==> src/rtl/uart_tx_cfg.sv <==
// UART transmit path: DEPTH-word write FIFO feeding a serialiser with per-frame parity and stop-bit selection.
// Write to tx low is two clk edges from an empty, idle state; writes into a full FIFO are dropped and flagged.
`timescale 1ns/1ps
module uart_tx_cfg #(
  parameter int N_BIT  = 8,
  parameter int ADDR_W = 2,
  parameter int OVS    = 16
) (
  input  logic              clk,
  input  logic              rst,
  input  logic              s_tick,
  input  logic [N_BIT-1:0]  tx_wr_data,
  input  logic              tx_wr_en,
  input  logic [1:0]        parity_mode,
  input  logic              stop2,
  output logic              tx,
  output logic              tx_full,
  output logic              tx_empty,
  output logic [ADDR_W:0]   tx_count,
  output logic              tx_busy,
  output logic              tx_done_tick,
  output logic              wr_overflow
);

  localparam int DEPTH = 2**ADDR_W;
  localparam int TW    = $clog2(OVS);
  localparam int BW    = $clog2(N_BIT);

  typedef enum logic [2:0] {IDLE, START, DATA, PARITY, STOP} state_t;

  logic [N_BIT-1:0]  mem [DEPTH];
  logic [ADDR_W-1:0] wr_ptr, rd_ptr;
  logic [ADDR_W:0]   count, count_n;
  logic              wr_acc, pop;
  logic [N_BIT-1:0]  head;

  state_t            state, state_n;
  logic [TW-1:0]     tick_cnt, tick_n;
  logic [BW-1:0]     bit_cnt, bit_n;
  logic [N_BIT-1:0]  shreg, sh_n;
  logic              par_en, par_en_n;
  logic              par_bit, par_bit_n;
  logic              stop2_l, stop2_n;
  logic              tx_r, tx_n;
  logic              done_r, done_n;
  logic              tick_last;

  // Full is the registered flag, so a pop in the same cycle does not rescue a write.
  assign wr_acc  = tx_wr_en && !tx_full;
  assign pop     = (state == IDLE) && !tx_empty;
  assign head    = mem[rd_ptr];
  assign count_n = count + {{ADDR_W{1'b0}}, wr_acc} - {{ADDR_W{1'b0}}, pop};

  always_ff @(posedge clk) begin
    if (wr_acc) mem[wr_ptr] <= tx_wr_data;
  end

  always_ff @(posedge clk) begin
    if (rst) begin
      wr_ptr      <= '0;
      rd_ptr      <= '0;
      count       <= '0;
      tx_full     <= 1'b0;
      tx_empty    <= 1'b1;
      wr_overflow <= 1'b0;
    end else begin
      if (wr_acc) wr_ptr <= wr_ptr + 1'b1;
      if (pop)    rd_ptr <= rd_ptr + 1'b1;
      count       <= count_n;
      tx_full     <= (count_n == (ADDR_W+1)'(DEPTH));
      tx_empty    <= (count_n == '0);
      wr_overflow <= tx_wr_en && tx_full;
    end
  end

  assign tx_count = count;

  always_ff @(posedge clk) begin
    if (rst) begin
      state    <= IDLE;
      tick_cnt <= '0;
      bit_cnt  <= '0;
      shreg    <= '0;
      par_en   <= 1'b0;
      par_bit  <= 1'b0;
      stop2_l  <= 1'b0;
      tx_r     <= 1'b1;
      done_r   <= 1'b0;
    end else begin
      state    <= state_n;
      tick_cnt <= tick_n;
      bit_cnt  <= bit_n;
      shreg    <= sh_n;
      par_en   <= par_en_n;
      par_bit  <= par_bit_n;
      stop2_l  <= stop2_n;
      tx_r     <= tx_n;
      done_r   <= done_n;
    end
  end

  assign tick_last = s_tick && (tick_cnt == TW'(OVS-1));

  always_comb begin
    state_n   = state;
    tick_n    = tick_cnt;
    bit_n     = bit_cnt;
    sh_n      = shreg;
    par_en_n  = par_en;
    par_bit_n = par_bit;
    stop2_n   = stop2_l;
    tx_n      = tx_r;
    done_n    = 1'b0;
    if (state != IDLE && s_tick) tick_n = tick_last ? '0 : tick_cnt + 1'b1;
    case (state)
      IDLE: begin
        tx_n   = 1'b1;
        tick_n = '0;
        bit_n  = '0;
        if (!tx_empty) begin
          // Frame configuration is captured here and held until the frame ends.
          sh_n      = head;
          par_en_n  = (parity_mode == 2'b01) || (parity_mode == 2'b10);
          par_bit_n = (parity_mode == 2'b10) ? ~^head : ^head;
          stop2_n   = stop2;
          state_n   = START;
          tx_n      = 1'b0;
        end
      end
      START: begin
        if (tick_last) begin
          state_n = DATA;
          tx_n    = shreg[0];
          bit_n   = '0;
        end
      end
      DATA: begin
        if (tick_last) begin
          if (bit_cnt == BW'(N_BIT-1)) begin
            bit_n = '0;
            if (par_en) begin
              state_n = PARITY;
              tx_n    = par_bit;
            end else begin
              state_n = STOP;
              tx_n    = 1'b1;
            end
          end else begin
            sh_n  = shreg >> 1;
            tx_n  = shreg[1];
            bit_n = bit_cnt + 1'b1;
          end
        end
      end
      PARITY: begin
        if (tick_last) begin
          state_n = STOP;
          tx_n    = 1'b1;
          bit_n   = '0;
        end
      end
      STOP: begin
        if (tick_last) begin
          // bit_cnt counts completed stop bits in two-stop mode.
          if (stop2_l && bit_cnt == '0) begin
            bit_n = BW'(1);
          end else begin
            state_n = IDLE;
            done_n  = 1'b1;
            tx_n    = 1'b1;
          end
        end
      end
      default: begin
        state_n = IDLE;
        tx_n    = 1'b1;
      end
    endcase
  end

  assign tx           = tx_r;
  assign tx_busy      = (state != IDLE);
  assign tx_done_tick = done_r;

endmodule

==> config.mk <==
export PLATFORM = sky130hd
export DESIGN_NAME = uart_tx_cfg
export DESIGN_NICKNAME = d
export VERILOG_FILES = /design/src/rtl/uart_tx_cfg.sv
export SDC_FILE = /design/constraint.sdc
export NUM_CORES = 1
export LEC_CHECK = 0
export ABC_CLOCK_PERIOD_IN_PS = 2700
export CORE_UTILIZATION = 45
export DETAILED_ROUTE_END_ITERATION = 7
export SYNTH_ARGS = -nofsm -noshare
export SYNTH_HDL_FRONTEND = slang
export SYNTH_SLANG_ARGS = --single-unit
export TNS_END_PERCENT = 100
==> constraint.sdc <==
create_clock -name clk -period 2.7 [get_ports clk]
set_input_delay 0.27 -clock clk [delete_from_list [all_inputs] [get_ports clk]]
set_output_delay 0.27 -clock clk [all_outputs]
set_load 0.05 [all_outputs]
# Yosys cells after proc, flatten, opt, wreduce, memory -nomap -nowiden
# Memories as Yosys holds them, arrays and structs flattened. A register that Yosys moved wholly into a read port is not among the register bits.
# Index checks and enable logic that the tools add are counted.
[word_totals]
regBits = 33
ram_bits = 32
input_bits = 15
out_inout_bits = 9
elab_cells = 104
mem_count = 1
[memory_table]
columns = ["memory", "words", "width", "rd", "rd_clocked_by_memory_dff", "write_ports", "line", "source"]
rows = [
  ["mem", 4, 8, 1, 1, 1, "31", "logic [N_BIT-1:0] mem [DEPTH];"],
]
[op_classes]
add_sub_neg = 6
eq_ne = 19
n_mux = 35
bitwise = 3
reduce_logical = 25
[op_table]
columns = ["cell", "count"]
rows = [
  ["$mux 3", 13],
  ["$mux 8", 3],
  ["$ne 2x2->1 const B", 9],
  ["$pmux 8 s2", 1],
  ["$pmux 3 s5", 1],
  ["$mux 1", 12],
  ["$pmux 3 s4", 1],
  ["$reduce_and 5->1", 2],
  ["$eq 3x3->1 const B", 3],
  ["$logic_not 3->1", 3],
  ["$reduce_xnor 8->1", 1],
  ["$reduce_xor 8->1", 1],
  ["$reduce_and 7->1", 1],
  ["$eq 3x2->1 const B", 2],
  ["$logic_and 1x1->1", 6],
  ["$pmux 1 s5", 1],
  ["$add 2x1->2 const B", 2],
  ["$add 4x1->4 const B", 1],
  ["$eq 4x4->1 const B", 1],
  ["$mux 2", 2],
  ["$mux 4", 1],
  ["$reduce_and 4->1", 1],
  ["$reduce_bool 4->1", 1],
  ["$reduce_or 2->1", 2],
  ["14 further kinds", 17],
]

# Longest topological paths before layout
[depth]
depth_word = 5
ltp_mapped = 12
depth_no_buf = 11

# Worst setup path before layout
# No wires, ideal clock.
[synth_timing]
path_type = "register to register"
startpoint = "register tx_empty"
endpoint = "register tx_full"
setup_ps = 116
arrival_ps = 2329
required_time_ps = 2584
path_slack_ps = 255
stages_incl_launch_ff = 11
n_path_buf = 0
synth_period_minus_slack_ps = 2445
path_cell_list = "dfxtp_1 > nor4_4 > ha_1 > inv_1 > ha_1 > inv_1 > fa_1 > xor2_1 > xnor2_1 > nor2_1 > and3_1"
[synth_via]
elab_chain_len = 4
[synth_rtl]
columns = ["item", "line", "source"]
rows = [
  ["start, declared", "18", "output logic tx_empty,"],
  ["start signal, assigned", "71", "tx_empty <= (count_n == '0);"],
  ["$logic_not 1->1", "n/a", ""],
  ["$logic_and 1x1->1", "50", "assign pop = (state == IDLE) && !tx_empty;"],
  ["net pop", "34", "logic wr_acc, pop;"],
  ["$sub 3x1->3", "52", "assign count_n = count + {{ADDR_W{1'b0}}, wr_acc} - {{ADDR_W{1'b0}}, pop};"],
  ["$eq 3x3->1", "70", "tx_full <= (count_n == (ADDR_W+1)'(DEPTH));"],
  ["end signal, assigned", "70", ""],
  ["end, declared", "17", "output logic tx_full,"],
]
# The timed path passes the listed nets, and every way through them passes these cells.
# A chain may end at the register's enable or synchronous reset.

# Worst setup path in the final report
[layout_timing]
startpoint = "register state[2]"
endpoint = "output tx_busy"
[layout_via]
elab_chain_len = 1
[layout_rtl]
columns = ["item", "line", "source"]
rows = [
  ["start, declared", "37", "state_t state, state_n;"],
  ["start signal, assigned", "90", "state <= state_n;"],
  ["$reduce_bool 3->1", "182", "assign tx_busy = (state != IDLE);"],
  ["end, declared", "20", "output logic tx_busy,"],
]
# No other way between the ends.

==> flow_metrics.py <==
metrics = {
    "clocking": {
        "cts.reportedPaths.clkPinSlew_ps": 80,
        "clkLatencyLatePin_ps": 350,
        "h-tree-depth": 3,
        "cts_resized": 0,
        "cts_sinks": 67,
        "cts_buffer_depth": 2,
        "cts_setup_buffers": 0,
        "cts_made_buffers": 9,
        "tritoncts": "built",
        "cts_hold_buf": 0,
        "cts_root_buffer": "clkbuf_8",
    },
    "setup_path": {
        "rrSetupSlack_ps": 420,
        "crit_required_ps": 2430,
        "path_buf_inv": 3,
        "max_stage_delay_ps": 720,
        "end_kind": "output pin",
        "reg2reg_from": "state[1]$_SDFFE_PP0P_",
        "worst-setup-path-type": "flip-flop to output pin",
        "critPathTopFamily": "buffers and inverters",
        "rr_endpoint": "tx_full$_SDFF_PP0_",
        "reg2reg_depth": 10,
        "crit_path_top_delay_cell": "clkdlybuf4s50_1",
        "start_kind": "flip-flop",
        "crit_chain": "buf_4 > nor3_1 > inv_1 > clkdlybuf4s50_1",
        "crit_fanout": 13,
        "worstPathArrival_ps": 2050,
    },
    "final_layout": {
        "final_area_um2": 3470,
        "drive_gt1_frac": 0.112,
        "areaGrowthSynthToFinish_pct": 17.7,
        "nets": 298,
        "num_antenna_cells": 0,
        "final_util": 0.546,
    },
    "pwr": {
        "power.leakage_uw": 0.00127,
        "clkPwrFrac": 0.242,
        "power_switching_share": 0.349,
        "pwr-share-comb": 0.355,
        "seqPwrFrac": 0.403,
        "powerDensity_nw_per_um2": 1030,
        "netSwitchingPower_uw": 1240,
        "ir_worst_vdd_uv": 489,
        "internal_power_uw": 2320,
    },
    "timing": {
        "fmax_mhz": 432,
        "min_period_over_period": 0.858,
        "slew_headroom": 0.600,
        "setup_tns_ps": 0,
        "min_period_ps": 2320,
        "fin_hold_ws_ps": 454,
        "slew_violations": 0,
        "setup_viol": 0,
        "finClkSkew_ps": 11.0,
        "rsz0062_at_grt": "no",
        "tightest_slew_ps": 600,
        "hold_viol": 0,
    },
    "synth": {
        "ys_seq_area_frac": 0.564,
        "syn_inst": 241,
        "synth_area_um2": 2950,
        "ys_ff_latch": 67,
        "syn-num-nets": 268,
        "synth.distinct_cells": 43,
        "synth.avg_cell_area_um2": 12.2,
        "yosysWarnings": 0,
    },
    "global_route": {
        "antenna_found_initial": 0,
        "grt_max_degree": 20,
        "gr-total-overflow": 0,
        "grt_pass1_vias": 1760,
        "grtUsageTotal": 0.162,
        "grt_pass1_wl_um": 8470,
    },
    "placed_design": {
        "gp_congestion": 0.746,
        "place_hpwl_um": 3390,
        "dpl-instance-area_um2": 3260,
        "numPortBuffers": 23,
    },
    "route": {
        "wl_per_cell_um": 14.0,
        "dr.pass1.iters": 6,
        "route.detailed.drc": 0,
        "wirelength_um": 4950,
        "postRouteAntennaNets": 0,
        "viasPerCell": 5.10,
        "drtIter0Drc": 76,
        "vias": 1799,
    },
    "die": {
        "start_util": 0.464,
        "die_x_um": 82.9,
        "die_h_um": 82.9,
        "rows": 29,
        "io_pins": 24,
        "core_um2": 6350,
        "dieArea_um2": 6870,
    },
    "worst_hold_path": {
        "hp-class": "input port to flip-flop",
        "hold_depth": 3,
        "min_to": "wr_overflow$_SDFF_PP0_",
        "hold_path_startpoint": "tx_wr_en",
    },
    "run": {
        "maxCapViolCount": 0,
    },
    "outcome": {
        "outcome": "finished, final reports clean",
    },
}
-- state kept, by name, summed over array words and instances (netlist names), named ones only --
signal and flops:
tx 1, tx_done_tick 1, stop2_l 1, shreg 8
wr_ptr 2, state 3, par_en 1, tick_cnt 4
tx_empty 1, par_bit 1, bit_cnt 3, mem 32
wr_overflow 1, tx_count 3, tx_full 1, rd_ptr 2
-- through the flow --
step | setup slack, ps | total power, uW | std cells
after global placement | 182 | 2720 | 337
final | 383 | 3560 | 353
after global routing | 169 | 3810 | 353
after detailed placement | 144 | 2740 | 337
after CTS | 336 | 3610 | 353
after floorplan | 255 | 2420 | 241
-- layer usage --
metal	global-route usage	vias up	part of all wire
met5	0	-	0
met4	0.0752	0	0.019
met3	0.0507	9	0.037
met2	0.247	34	0.46
met1	0.212	835	0.49
li1	-	921	-
-- worst max path at each step --
stage,slack [ps],cells past startpoint,from,endpoint
2_1_floorplan,260,10,tx_empty$_SDFF_PP1_,tx_full$_SDFF_PP0_
3_3_place_gp,180,12,tx_wr_en,tx_full$_SDFF_PP0_
3_5_place_dp,140,12,tx_wr_en,tx_full$_SDFF_PP0_
4_1_cts,340,4,state[2]$_SDFFE_PP0P_,tx_busy
5_1_grt,170,4,state[2]$_SDFFE_PP0P_,tx_busy
6_report,380,4,state[2]$_SDFFE_PP0P_,tx_busy
-- cell type report --
cell class	instances	area, um2
timing repair buffer	30	283
multi-input combinational	150	1170
fill	547	2880
clock buffer	9	124
sequential	67	1660
tap	77	96.3
clock inverter	7	78.8
inverter	13	48.8
-- worst reg2reg max path, stage by stage (launching register included) --
cell	delay (ps)
dfxtp_1	420
nor4_4	300
ha_1	280
inv_1	50
ha_1	130
inv_1	50
fa_1	370
xor2_1	160
xnor2_1	130
nor2_1	80
and3_1	210
-- cell usage in the layout, fill, tap and decap left out, types with 9 or more instances in the layout --
cell type        Yosys  layout
nor2_1              29      29
edfxtp_1            32      32
ha_1                11      11
nand2_1             11      11
a21oi_1             16      16
mux2i_1              9       9
inv_1               13      13
clkdlybuf4s50_1      0      23
clkbuf_8             1       9
dfxtp_1             35      35
-- power groups by stage --
stage | combinational (uW) | sequential [uW] | clock [uW]
floorplan | 879 | 1540 | 0
global placement | 1260 | 1460 | 0
detailed placement | 1280 | 1460 | 0
CTS | 1280 | 1440 | 885
global route | 1410 | 1460 | 932
finish | 1260 | 1440 | 862
-- Yosys cell counts (all sizes together) --
library cell  instances  area [um2]
a211oi                8        60.1
a21oi                17        88.8
a31oi                 1        6.26
and2                  4        25.0
and3                  2        12.5
and4                  1        8.76
buf                   5        32.5
clkbuf                6        32.5
dfxtp                35         701
edfxtp               32         961
fa                    1        20.0
ha                   11         138
inv                  13        48.8
mux2i                 9        90.1
mux4                  8         203
nand2                11        41.3
nand2b                2        12.5
nand3                 2        10.0
nand3b                2        15.0
nand4                 2        12.5
nor2                 29         109
nor2b                 2        12.5
nor3                  8        40.0
nor3b                 1        7.51
nor4                  2        27.5
o21ai                 3        15.0
o21bai                1        7.51
o221ai                1        8.76
o22a                  1        8.76
or2                   2        12.5
or3                   3        18.8
or4                   2        15.0
xnor2                 7        68.8
xnor3                 1        22.5
xor2                  6        52.6
-- logic make-up (layout without fill, tap and decap cells) --
kind of cell               count (synthesis)  in the layout  share of synthesized area
and+or+nand+nor                           75             75                      0.129
DFF                                       67             67                      0.564
AOI/OAI and AO/OA                         32             32                     0.0663
buffers and inverters                     24             59                     0.0387
muxes                                     17             17                     0.0994
xor gates and xnor gates                  14             14                     0.0489
adders and majority gates                 12             12                     0.0535
(Power assumes the default switching activity.)
